===== src/rtl/uart_rx_fifo.sv =====
// uart_rx_fifo: first-word-fall-through receive queue sitting behind a UART
// receiver. Holds 2**ADDR_W words, reports occupancy, and keeps a sticky
// overflow flag for bytes dropped while the queue was full.
module uart_rx_fifo #(
  parameter int DATA_W = 8,
  parameter int ADDR_W = 4
) (
  input  logic              clk,
  input  logic              rst,
  input  logic              wr,
  input  logic [DATA_W-1:0] w_data,
  input  logic              rd,
  output logic [DATA_W-1:0] r_data,
  output logic              empty,
  output logic              full,
  output logic [ADDR_W:0]   count,
  output logic              overflow,
  input  logic              clr_ovf
);

  localparam int              DEPTH   = 2**ADDR_W;
  localparam logic [ADDR_W:0] DEPTH_C = {1'b1, {ADDR_W{1'b0}}};

  logic [DATA_W-1:0] mem [DEPTH];
  logic [ADDR_W-1:0] w_ptr, r_ptr;
  logic              do_wr, do_rd;

  // Flags come straight from the registered count, so they can never both be high.
  assign empty  = (count == '0);
  assign full   = (count == DEPTH_C);
  assign r_data = mem[r_ptr];

  // A write while full still lands when a pop frees the head slot in the same
  // cycle; a pop while empty is ignored, so wr+rd on empty is a plain write.
  assign do_wr = wr & (~full | rd);
  assign do_rd = rd & ~empty;

  // Storage is not reset; gating on rst keeps the reset cycle's write inert.
  always_ff @(posedge clk) begin
    if (rst && do_wr) mem[w_ptr] <= w_data;
  end

  // Pointers and occupancy; pointers wrap naturally at ADDR_W bits.
  always_ff @(posedge clk) begin
    if (!rst) begin
      w_ptr <= '0;
      r_ptr <= '0;
      count <= '0;
    end else begin
      if (do_wr) w_ptr <= w_ptr + 1'b1;
      if (do_rd) r_ptr <= r_ptr + 1'b1;
      case ({do_wr, do_rd})
        2'b10:   count <= count + 1'b1;
        2'b01:   count <= count - 1'b1;
        default: count <= count;
      endcase
    end
  end

  // Sticky overflow: a dropped write sets it, and setting beats clearing.
  always_ff @(posedge clk) begin
    if (!rst)                  overflow <= 1'b0;
    else if (wr & full & ~rd)  overflow <= 1'b1;
    else if (clr_ovf)          overflow <= 1'b0;
  end

endmodule


===== config.mk =====
export PLATFORM = sky130hd
export DESIGN_NAME = uart_rx_fifo
export DESIGN_NICKNAME = d
export VERILOG_FILES = /design/src/rtl/uart_rx_fifo.sv
export SDC_FILE = /design/constraint.sdc
export NUM_CORES = 1
export LEC_CHECK = 0
export ABC_AREA = 1
export CAP_MARGIN = 40
export CORE_MARGIN = 5
export CORE_UTILIZATION = 45
export CTS_BUF_LIST = sky130_fd_sc_hd__clkbuf_8 sky130_fd_sc_hd__clkbuf_16
export DETAILED_ROUTE_END_ITERATION = 8
export GPL_ROUTABILITY_DRIVEN = 0
export MAX_ROUTING_LAYER = met4
export PLACE_DENSITY = 0.74
export SYNTH_ARGS = -nofsm -noshare
export SYNTH_HDL_FRONTEND = slang
export SYNTH_SLANG_ARGS = --single-unit

===== constraint.sdc =====
create_clock -name clk -period 1.9 [get_ports clk]
set_input_delay 0.475 -clock clk [delete_from_list [all_inputs] [get_ports clk]]
set_output_delay 0.475 -clock clk [all_outputs]
set_load 0.01 [all_outputs]

==> impl_metrics.py, run 1 <==
metrics = {
    "run_status": {
        "status": "finished, violations left",
        "violations": "negative setup slack",
    },
    "power_and_ir_drop": {
        "power_density_nw_per_um2": 1320,
        "finalPower_mw": 10.9,
        "static-leakage-power_nw": 3.17,
        "ir_worst_vdd_v": 0.000776,
    },
    "floorplan": {
        "fp.dieW_um": 128,
        "core_um2": 13800,
        "num_rows": 43,
        "initial_core_util_pct": 45.4,
        "chipHeight_um": 128,
        "ioPinCount": 29,
        "die-area_um2": 16400,
    },
    "synthesis": {
        "synth_seq_cells": 146,
        "synth_cell_type_count": 25,
        "synth-warning-count": 0,
        "synth_nets": 575,
        "syn_area_per_cell_um2": 11.3,
        "syn_inst": 553,
        "synth_area_um2": 6260,
        "ys_seq_area_share_pct": 67.2,
    },
    "drt": {
        "dr.first_iter.drc_count": 527,
        "vias": 4504,
        "antenna_left": 0,
        "drc_errors": 0,
        "wirelength_mm": 14.8,
        "firstDrtPassIters": 5,
        "vias_per_cell": 5.36,
        "wl_per_cell_um": 17.6,
    },
    "cts": {
        "clock_path_buffers": 2,
        "cts_buffers": 17,
        "clk-insertion-delay-late_ns": 0.42,
        "cts_max_level": 4,
        "cts_num_sinks": 146,
        "clk_pin_slew_ns": 0.06,
        "cts_tree": "built",
        "root_buffer": "clkbuf_16",
    },
    "cells_and_area": {
        "drive_above_1_share_pct": 30.0,
        "syn2layout_area_growth_pct": 32.4,
        "fill_cells": 1070,
        "nNetsFinal": 669,
        "fin_util_pct": 60.1,
        "final_cells": 840,
        "insertedDiodeCount": 0,
    },
    "sta": {
        "fmax_mhz": 442,
        "period_share_pct": 119,
        "rsz0062_at_grt": "true",
        "layout_setup_ws_ns": -0.363,
        "worst_slew_pin_slew_ns": 0.622,
        "finalCriticalPeriod_ns": 2.26,
        "slew_headroom_pct": 58.4,
        "finalSetupTns_ns": -2.53,
        "fin_worst_skew_ns": 0.00522,
        "drv_slew": 0,
        "hold_viol_final": 0,
        "setup_violations": 9,
    },
    "global_routing": {
        "grt_max_degree": 42,
        "grtUsageTotal_pct": 19.2,
        "antenna_found_initial": 0,
        "grt_pass1_wl_mm": 23.3,
        "grt-ovfl-total": 0,
        "grt_pass1_vias": 4408,
    },
    "setup_path": {
        "cp_max_fo": 7,
        "cp-start-kind": "register",
        "endpoint_kind": "output port",
        "criticalPathCategory": "reg2out",
        "arrival_ns": 1.79,
        "required_ns": 1.42,
        "worstRegToRegCells": 13,
    },
    "run": {
        "drv_cap": 0,
    },
    "place": {
        "hpwlAfterDp_mm": 8.97,
        "dp_slack_ns": -0.519,
        "io_buffer_count": 28,
        "dp_cells": 788,
    },
    "worst_hold_path": {
        "hold_depth": 2,
        "min_path_type": "reg2reg",
    },
}
cell usage in the layout, fill, tap and decap left out, types with 2 or more instances in the layout:
| master | synthesis | layout |
|---|---|---|
| o21ai_0 | 35 | 16 |
| clkdlybuf4s50_1 | 0 | 13 |
| clkbuf_16 | 0 | 19 |
| buf_4 | 1 | 58 |
| nor2_4 | 0 | 4 |
| a21oi_4 | 0 | 2 |
| o21ai_2 | 0 | 2 |
| ha_4 | 0 | 3 |
| o21ai_1 | 3 | 18 |
| xor2_1 | 4 | 4 |
| dlygate4sd2_1 | 0 | 5 |
| edfxtp_1 | 128 | 128 |
| buf_6 | 4 | 9 |
| inv_2 | 1 | 5 |
| buf_12 | 0 | 7 |
| nand3_2 | 0 | 25 |
| dfxtp_1 | 18 | 11 |
| nand2_2 | 1 | 12 |
| clkbuf_2 | 0 | 2 |
| o211ai_2 | 10 | 9 |
| buf_2 | 15 | 3 |
| xnor2_1 | 2 | 2 |
| nor2_1 | 27 | 24 |
| nand3_1 | 62 | 37 |
| o211ai_1 | 22 | 22 |
| a21oi_1 | 43 | 30 |
| dfxtp_2 | 0 | 6 |
| nand2_1 | 70 | 59 |
| o21ai_4 | 0 | 2 |
| a21oi_2 | 0 | 11 |
| ha_1 | 9 | 6 |
| bufinv_16 | 0 | 5 |
| clkinvlp_4 | 0 | 5 |
| inv_1 | 88 | 84 |
| clkinv_2 | 0 | 3 |
Yosys cell counts, drive strengths merged:
cell / instances / area share, %
a21oi: 43 / 3.4
buf: 21 / 2.1
clkbuf: 5 / 0.30
dfxtp: 18 / 5.8
edfxtp: 128 / 61
ha: 9 / 1.8
inv: 89 / 5.3
nand2: 71 / 4.3
nand3: 62 / 5.0
nand3b: 1 / 0.12
nand4: 1 / 0.10
nor2: 28 / 1.7
o211ai: 32 / 4.6
o21ai: 38 / 3.0
o21bai: 1 / 0.12
xnor2: 2 / 0.28
xor2: 4 / 0.56
logic make-up (layout without fill, tap and decap cells):
group,after synthesis,in the layout,share of synthesized area (%)
adders and majority gates,9,9,1.80
DFF,146,146,67.2
buffers and inverters,115,222,7.74
and+or+nand+nor,163,163,11.2
xor gates and xnor gates,6,6,0.840
AOI/OAI and AO/OA,114,114,11.2
worst max-delay path, stage by stage, from the launching register on:
cell	delay [ns]
dfxtp_4	0.39
buf_6	0.16
clkbuf_16	0.17
o211ai_2	0.20
nand3_2	0.13
nand3_2	0.12
nand2_2	0.08
buf_6	0.12
path summary, 6_finish.rpt:
check	slack (ns)	endpoint	from
hold reg to reg	0.47	overflow$_SDFFE_PN0P_	overflow$_SDFFE_PN0P_
setup / recovery	-0.36	r_data[7]	register
setup reg to reg	-0.01	count[4]$_SDFFE_PN0P_	count[2]$_SDFFE_PN0P_
hold / removal	0.47	overflow$_SDFFE_PN0P_	overflow$_SDFFE_PN0P_
stage by stage:
step,hold slack [ns],area (µm²)
2_1_floorplan,0.447,6260
3_3_place_gp,0.456,7080
3_5_place_dp,0.456,7080
6_report,0.471,8280
5_1_grt,0.509,8280
4_1_cts,0.468,8030
per-layer routing:
layer | part of all wire (%) | wire (µm) | GRT usage (%) | up-vias
met5 | 0 | 0 | - | -
met4 | 2.6 | 391 | 7.62 | 0
met3 | 6.6 | 975 | 4.17 | 29
met2 | 49 | 7270 | 29.9 | 189
met1 | 42 | 6180 | 24.8 | 2182
li1 | - | - | - | 2104
timing repair:
item                       in CTS  in global routing
setup buffers                  15                  3
cloned                          1                  2
pin swaps                      32                 26
resized for setup             109                 52
hold buffers                    0                  0
setup endpoints to repair      17                 14
final cells by class:
class / instances / area [µm²] / share of cell area (%)
Multi-Input combinational cell: 292 / 1890 / 22.8
Timing Repair Buffer: 101 / 968 / 11.7
Tap cell: 180 / 225 / 2.72
Clock buffer: 18 / 439 / 5.30
Clock inverter: 14 / 211 / 2.55
Inverter: 89 / 334 / 4.03
Sequential cell: 146 / 4220 / 50.9
power breakdown:
part / internal (mW) / switching (mW) / total (mW)
logic: 1.65 / 1.92 / 3.56
clock network: 2.35 / 1.26 / 3.61
registers: 3.62 / 0.132 / 3.75
total: 7.62 / 3.31 / 10.9
sequential cells by signal (all words and copies together) (netlist names), named ones only:
register,count
count,5
mem,128
overflow,1
r_ptr,4
w_ptr,4
Power figures use the tool's default switching activity.
==> inputs of run 2 (changes only) <==
- ABC_CLOCK_PERIOD_IN_PS: unset -> 1900
- SLEW_MARGIN: unset -> 10
==> results of run 2 <==
Final layout, timing and power as in run 1 (identical DEF).
